[config.mk]
export PLATFORM = sky130hd
export DESIGN_NAME = riscv_multicycle_ctrl
export DESIGN_NICKNAME = d
export VERILOG_FILES = /design/src/rtl/riscv_pkg.sv /design/src/rtl/riscv_opclass_decode.sv /design/src/rtl/riscv_multicycle_ctrl.sv
export SDC_FILE = /design/constraint.sdc
export NUM_CORES = 1
export LEC_CHECK = 0
export CORE_MARGIN = 4
export CORE_UTILIZATION = 45
export DETAILED_ROUTE_END_ITERATION = 12
export GPL_TIMING_DRIVEN = 0
export PLACE_DENSITY = 0.88
export SYNTH_ARGS = -nofsm -noshare
export SYNTH_HDL_FRONTEND = slang
export SYNTH_SLANG_ARGS = --single-unit
export TNS_END_PERCENT = 5
[constraint.sdc]
create_clock -name clk -period 3.1 [get_ports clk]
set_clock_uncertainty 0.05 [all_clocks]
set_input_delay 0.62 -clock clk [delete_from_list [all_inputs] [get_ports clk]]
set_output_delay 0.62 -clock clk [all_outputs]
set_load 0.02 [all_outputs]
[src/rtl/riscv_pkg.sv]
// rtl/riscv_pkg.sv - RV32I opcode classes, field positions and control encodings
package riscv_pkg;

  localparam logic [6:0] OPC_OP_IMM = 7'b0010011;
  localparam logic [6:0] OPC_OP     = 7'b0110011;
  localparam logic [6:0] OPC_LOAD   = 7'b0000011;
  localparam logic [6:0] OPC_STORE  = 7'b0100011;
  localparam logic [6:0] OPC_BRANCH = 7'b1100011;
  localparam logic [6:0] OPC_JAL    = 7'b1101111;
  localparam logic [6:0] OPC_JALR   = 7'b1100111;

  localparam int OPCODE_MSB = 6;
  localparam int OPCODE_LSB = 0;
  localparam int RD_MSB     = 11;
  localparam int RD_LSB     = 7;
  localparam int FUNCT3_MSB = 14;
  localparam int FUNCT3_LSB = 12;

  // Bit positions inside the one-hot class vector
  localparam int CLS_OP_IMM = 0;
  localparam int CLS_OP     = 1;
  localparam int CLS_LOAD   = 2;
  localparam int CLS_STORE  = 3;
  localparam int CLS_BRANCH = 4;
  localparam int CLS_JAL    = 5;
  localparam int CLS_JALR   = 6;
  localparam int NUM_CLS    = 7;

  typedef enum logic [2:0] {
    ST_FETCH     = 3'd0,
    ST_DECODE    = 3'd1,
    ST_EXECUTE   = 3'd2,
    ST_MEM       = 3'd3,
    ST_WRITEBACK = 3'd4,
    ST_TRAP      = 3'd7
  } ctrl_state_e;

  typedef enum logic [1:0] {PC_PLUS4 = 2'd0, PC_IMM = 2'd1, PC_JALR = 2'd2} pc_sel_e;
  typedef enum logic [1:0] {WB_ALU = 2'd0, WB_LOAD = 2'd1, WB_PC4 = 2'd2} wb_sel_e;
  typedef enum logic [1:0] {ALU_ADD = 2'd0, ALU_FUNCT = 2'd1, ALU_CMP = 2'd2} alu_op_e;

endpackage

[src/rtl/riscv_opclass_decode.sv]
// rtl/riscv_opclass_decode.sv - combinational opcode class one-hot and illegal-encoding flag
module riscv_opclass_decode
  import riscv_pkg::*;
(
  input  logic [31:0]        instr,
  output logic [NUM_CLS-1:0] cls,
  output logic               illegal
);

  logic [6:0] opcode;
  logic [2:0] funct3;
  logic       unused_bits;

  assign opcode      = instr[OPCODE_MSB:OPCODE_LSB];
  assign funct3      = instr[FUNCT3_MSB:FUNCT3_LSB];
  assign unused_bits = ^{instr[31:FUNCT3_MSB+1], instr[FUNCT3_LSB-1:OPCODE_MSB+1]};

  always_comb begin
    cls     = '0;
    illegal = 1'b0;
    case (opcode)
      OPC_OP_IMM: cls[CLS_OP_IMM] = 1'b1;
      OPC_OP:     cls[CLS_OP]     = 1'b1;
      OPC_LOAD: begin
        cls[CLS_LOAD] = 1'b1;
        illegal       = (funct3 == 3'd3) || (funct3 == 3'd6) || (funct3 == 3'd7);
      end
      OPC_STORE: begin
        cls[CLS_STORE] = 1'b1;
        illegal        = (funct3 > 3'd2);
      end
      OPC_BRANCH: begin
        cls[CLS_BRANCH] = 1'b1;
        illegal         = (funct3 == 3'd2) || (funct3 == 3'd3);
      end
      OPC_JAL:    cls[CLS_JAL] = 1'b1;
      OPC_JALR: begin
        cls[CLS_JALR] = 1'b1;
        illegal       = (funct3 != 3'd0);
      end
      default:    illegal = 1'b1;
    endcase
  end

endmodule

[src/rtl/riscv_multicycle_ctrl.sv]
// rtl/riscv_multicycle_ctrl.sv - multi-cycle RV32I control FSM sharing one memory port
module riscv_multicycle_ctrl
  import riscv_pkg::*;
#(
  parameter int MEM_TIMEOUT = 255
) (
  input  logic        clk,
  input  logic        rst_n,
  input  logic [31:0] instr_i,
  input  logic        branch_taken_i,
  input  logic        mem_ready_i,
  output logic        mem_req_o,
  output logic        mem_we_o,
  output logic        mem_addr_sel_o,
  output logic        ir_we_o,
  output logic        pc_we_o,
  output logic [1:0]  pc_sel_o,
  output logic        rf_we_o,
  output logic [1:0]  wb_sel_o,
  output logic        alu_src_b_o,
  output logic [1:0]  alu_op_o,
  output logic        retire_o,
  output logic        trap_o,
  output logic [2:0]  state_o
);

  localparam int CW = $clog2(MEM_TIMEOUT + 1);
  localparam logic [CW-1:0] TIMEOUT_VAL = CW'(MEM_TIMEOUT);

  localparam logic [2:0] S_FETCH     = ST_FETCH;
  localparam logic [2:0] S_DECODE    = ST_DECODE;
  localparam logic [2:0] S_EXECUTE   = ST_EXECUTE;
  localparam logic [2:0] S_MEM       = ST_MEM;
  localparam logic [2:0] S_WRITEBACK = ST_WRITEBACK;
  localparam logic [2:0] S_TRAP      = ST_TRAP;

  logic [2:0]         state, next;
  logic [CW-1:0]      cnt, cnt_inc;
  logic               trap_q, timeout, rf_we_raw, illegal;
  logic [NUM_CLS-1:0] cls;

  riscv_opclass_decode u_dec (
    .instr   (instr_i),
    .cls     (cls),
    .illegal (illegal)
  );

  // Trap on the wait cycle that would bring the count up to MEM_TIMEOUT
  assign cnt_inc = cnt + 1'b1;
  assign timeout = !mem_ready_i && (cnt_inc == TIMEOUT_VAL);

  always_comb begin
    next           = state;
    mem_req_o      = 1'b0;
    mem_we_o       = 1'b0;
    mem_addr_sel_o = 1'b0;
    ir_we_o        = 1'b0;
    pc_we_o        = 1'b0;
    pc_sel_o       = PC_PLUS4;
    rf_we_raw      = 1'b0;
    wb_sel_o       = WB_ALU;
    alu_src_b_o    = 1'b0;
    alu_op_o       = ALU_ADD;
    retire_o       = 1'b0;
    case (state)
      S_FETCH: begin
        mem_req_o = 1'b1;
        if (mem_ready_i) begin
          ir_we_o = 1'b1;
          next    = S_DECODE;
        end else if (timeout) begin
          next = S_TRAP;
        end
      end
      S_DECODE: next = illegal ? S_TRAP : S_EXECUTE;
      S_EXECUTE: begin
        next = S_TRAP;
        if (cls[CLS_OP]) begin
          alu_op_o = ALU_FUNCT;
          next     = S_WRITEBACK;
        end
        if (cls[CLS_OP_IMM]) begin
          alu_src_b_o = 1'b1;
          alu_op_o    = ALU_FUNCT;
          next        = S_WRITEBACK;
        end
        if (cls[CLS_LOAD] || cls[CLS_STORE]) begin
          alu_src_b_o = 1'b1;
          next        = S_MEM;
        end
        if (cls[CLS_BRANCH]) begin
          alu_op_o = ALU_CMP;
          pc_we_o  = 1'b1;
          pc_sel_o = branch_taken_i ? PC_IMM : PC_PLUS4;
          retire_o = 1'b1;
          next     = S_FETCH;
        end
        if (cls[CLS_JAL] || cls[CLS_JALR]) begin
          alu_src_b_o = cls[CLS_JALR];
          pc_we_o     = 1'b1;
          pc_sel_o    = cls[CLS_JALR] ? PC_JALR : PC_IMM;
          rf_we_raw   = 1'b1;
          wb_sel_o    = WB_PC4;
          retire_o    = 1'b1;
          next        = S_FETCH;
        end
      end
      S_MEM: begin
        mem_req_o      = 1'b1;
        mem_addr_sel_o = 1'b1;
        mem_we_o       = cls[CLS_STORE];
        if (mem_ready_i) begin
          if (cls[CLS_STORE]) begin
            pc_we_o  = 1'b1;
            retire_o = 1'b1;
            next     = S_FETCH;
          end else begin
            next = S_WRITEBACK;
          end
        end else if (timeout) begin
          next = S_TRAP;
        end
      end
      S_WRITEBACK: begin
        rf_we_raw = 1'b1;
        wb_sel_o  = cls[CLS_LOAD] ? WB_LOAD : WB_ALU;
        pc_we_o   = 1'b1;
        retire_o  = 1'b1;
        next      = S_FETCH;
      end
      default: next = S_TRAP;
    endcase
    rf_we_o = rf_we_raw && (instr_i[RD_MSB:RD_LSB] != 5'd0);
    // Reset forces every output low regardless of the stored state
    if (!rst_n) begin
      mem_req_o      = 1'b0;
      mem_we_o       = 1'b0;
      mem_addr_sel_o = 1'b0;
      ir_we_o        = 1'b0;
      pc_we_o        = 1'b0;
      pc_sel_o       = PC_PLUS4;
      rf_we_o        = 1'b0;
      wb_sel_o       = WB_ALU;
      alu_src_b_o    = 1'b0;
      alu_op_o       = ALU_ADD;
      retire_o       = 1'b0;
    end
  end

  always_ff @(posedge clk) begin
    if (!rst_n) begin
      state  <= S_FETCH;
      cnt    <= '0;
      trap_q <= 1'b0;
    end else begin
      state <= next;
      if ((next != state) && ((next == S_FETCH) || (next == S_MEM))) begin
        cnt <= '0;
      end else if (mem_req_o && !mem_ready_i) begin
        cnt <= cnt_inc;
      end
      if (next == S_TRAP) begin
        trap_q <= 1'b1;
      end
    end
  end

  assign trap_o  = trap_q && rst_n;
  assign state_o = rst_n ? state : 3'd0;

endmodule

==> results by stage <==
Routing:
- After detailed routing, the total wire length is 3214 µm.
- Using the TritonRoute via totals, the vias-per-cell ratio works out to 5.852.
- The number of detailed-routing iterations run before antenna repair is 5.
- The first-iteration detailed-routing DRC count is 53.
- The total via count after detailed routing is 1305.
- The post-detailed-route count of antenna-violating nets is 0.
- The average routed wire per standard cell is 14.41 µm.
- For this run, design rule violations remaining after detail routing come to 0.

Setup path:
- Data on the critical path is required at its endpoint by 2430 ps.
- The worst setup path is of the input port to output port kind.
- The worst register-to-register path has a setup slack of 920 ps.
- The element type at the critical path start is an input port.
- The critical path data arrival time is 2370 ps.
- Along the worst path, the maximum fanout reaches 8.
- The kind of end point of the critical path is an output port.

Floorplanning:
- The die covers 3505 µm².
- The die width is 59.21 µm.
- The starting density of the core is 47.20%.
- In this run the vertical extent of the chip is 59.21 µm.
- The area of the core is 2500 µm².
- 54 I/O pins were placed.
- After floorplanning, the core was divided into 18 placement rows.

Yosys:
- The share of the synthesized area in the top cell type is 20.36%.
- After synthesis, the netlist uses 54 different library cells.
- Yosys attributes the largest share of cell area to dfxtp_1, nor2_1, xor2_1.
- The register bit total from synthesis is 12.
- The dominant register cell in the synthesized netlist is dfxtp_1.
- Counting flops with a built-in enable in the synthesized netlist gives 0.
- The library cell occupying the most area in the post-synthesis netlist is dfxtp_1.
- Sequential cells were found to cover 20.36% of the synthesized design area.
- Of all flip-flops after synthesis, the portion carrying an async set or reset was 0%.
- The synthesis warning total is 0.
- Counting instances in the post-synthesis netlist gives the leading cell types as nor2_1, dfxtp_1, nand2_1.
- The post-synthesis instance total is 154.
- The mapped cell area is 1180 µm².
- The dominant cell by count in the synthesized netlist is nor2_1.
- After synthesis, the mean cell area works out to 7.662 µm².
- The number of nets in the synthesized netlist is 192.

Power:
- In this run the power density over the cells is 557.2 nW/µm².
- The fraction of power consumed by combinational cells is 61.5%.
- For this design the static power due to leakage is 0.6302 nW.
- The final total power is 0.0008959 W.
- The switching share of total power is 44.79%.
- Per report_power, the sequential group accounts for 24.1% of the total.
- The switching power is 0.0004013 W.
- The maximum vdd ir drop is 0.3639 mV.
- The total internal power is 0.0004946 W.
- Of the total power, the clock network draws 14.4%.

STA:
- In the finished design, the share of the clock period the worst path needs comes to 98.14%.
- The aggregate negative setup slack is 0 ps.
- In the post-route analysis, the smallest setup slack over all paths is 57.74 ps.
- Counting I/O delays and the setup requirement, the final critical path takes 3042 ps.
- In this run the tightest slew margin relative to its limit is 65.12%.
- The slew at the pin closest to its max-slew limit is 519.7 ps.
- The number of endpoints with negative hold slack in the final report is 0.
- Timing would allow up to 0.3287 GHz.
- The number of setup violations in the final report is 0.
- The number of pins with negative max-slew slack in the final report was 0.
- Setup repair after global routing could not meet its margin everywhere.

Clock tree:
- The total clock buffers created by CTS is 3.
- Clock tree synthesis found a total of 12 sinks.
- The count of buffers added by post-CTS timing repair for setup is 0.
- The buffer levels on the longest clock path is 2.
- TritonCTS built the clock tree.
- The clock reaches the later pin of the worst-skew pair after 280 ps.
- CTS placed an instance of clkbuf_4 at the clock tree root.
- In this run the number of H-tree levels came out at 1.
- After clock tree synthesis, the clock-pin slew on the worst setup and hold paths is 80 ps.

Global route:
- The largest net degree at the start of global routing is 11.
- The number of global-route vias before repair is 1186.
- The number of antenna violations at the first check in global routing is 0.
- The first global-routing pass estimated 5092 µm of wire.
- Global routing finished with a remaining overflow of 0.
- The total routing resource utilization after global routing is 18.64%.

Finish:
- The multi-input combinational cell area is 880.8 µm².
- The filler cell count is 209.
- The proportion of layout cells with a drive suffix above 1 is 17.62%.
- The synthesis-to-finish area growth is 36.27%.
- For this run, the post-layout net count is 232.
- 0 antenna diodes ended up in the layout.
- Across the whole layout, storage elements account for 240.2 µm².
- At the end of the flow the core is filled with cells to 64.31%.

Placement:
- The post-detailed-placement half-perimeter wirelength is 2563 µm.
- Input and output buffers added on the ports amount to 35.
- OpenSTA, run right after detailed placement, puts the worst setup slack at -661.0 ps.
- The weighted congestion at the end of routability-driven global placement is 0.8522.

Job:
- The number of maximum-capacitance violations is 0.

Outcome:
- The flow ran to the end, and the final reports show no timing, DRC or antenna violations.

Min path:
- The tightest min-delay check is of the flip-flop to flip-flop type.
-- final cells by class --
type / count / share of cell area, %
Buffer: 11 / 3.969
Clock buffer: 4 / 2.257
Inverter: 4 / 0.9339
Multi-Input combinational cell: 127 / 54.79
Sequential cell: 12 / 14.94
Tap cell: 30 / 2.335
Timing Repair Buffer: 35 / 20.78
-- cell families after synthesis --
logic type / synth area share, %
AO/OA/AOI/OAI: 23.33
XOR/XNOR: 8.165
adder cells (fa/ha/maj): 2.121
buffers and inverters: 6.574
flip-flops: 20.36
multiplexers: 1.697
AND/OR/NAND/NOR: 37.75
-- layer usage --
metal | vias up | track usage [%] | wire [µm] | share of wire, %
li1 | 633 | - | - | -
met1 | 585 | 21.97 | 1262 | 39
met2 | 74 | 32.61 | 1578 | 49
met3 | 13 | 5.011 | 283 | 8.8
met4 | 0 | 5.502 | 90 | 2.8
met5 | - | 0 | 0 | 0
-- power by group through the flow --
| stage | sequential (W) | combinational [W] | clock [W] |
|---|---|---|---|
| finish | 0.000216 | 0.000551 | 0.000129 |
| global route | 0.000220 | 0.000604 | 0.000136 |
| CTS | 0.000215 | 0.000545 | 0.000130 |
| detailed placement | 0.000219 | 0.000546 | 0 |
| global placement | 0.000216 | 0.000534 | 0 |
| floorplan | 0.000211 | 0.000390 | 0 |
-- layout by cell type, fill, tap and decap left out, types with 5 or more instances in the layout --
cell | synthesis | final
nor2_1 | 25 | 24
clkdlybuf4s50_1 | 0 | 23
nand2_1 | 12 | 12
dfxtp_1 | 12 | 12
and2_1 | 6 | 6
xor2_1 | 6 | 6
dlygate4sd2_1 | 0 | 6
a21oi_1 | 5 | 5
a31oi_1 | 5 | 5
xnor2_1 | 5 | 5
-- sequential cells by signal (all words and copies together) (netlist names) --
register and cells:
cnt 8, trap_q 1, state 3
-- stage by stage --
stage	area (µm²)	hold slack, ps	std cells
final	1608	504.4	223
after floorplan	1180	454.7	154
after detailed placement	1568	486.6	219
after global routing	1608	536.8	223
after CTS	1598	509.0	223
after global placement	1568	474.0	219
-- what timing repair did --
action | CTS | global route
hold buffers | 0 | 0
resized for setup | 16 | 11
pin swaps | 0 | 0
setup endpoints to repair | 11 | 7
-- worst max-delay path, stage by stage --
cell and delay [ps]:
clkdlybuf4s15_2 280, nand2b_1 150, or3b_2 480, clkbuf_1 190, nor4b_1 290, dlygate4sd2_1 370
-- path summary, 6_finish.rpt --
check / startpoint / to / depth (start not counted)
min reg2reg: cnt[7] / cnt[7] / 2
max: rst_n / alu_op_o[0] / 6
min: cnt[7] / cnt[7] / 2
max reg2reg: cnt[0] / trap_q / 7
Note: power is estimated with default switching activity, not from simulation.
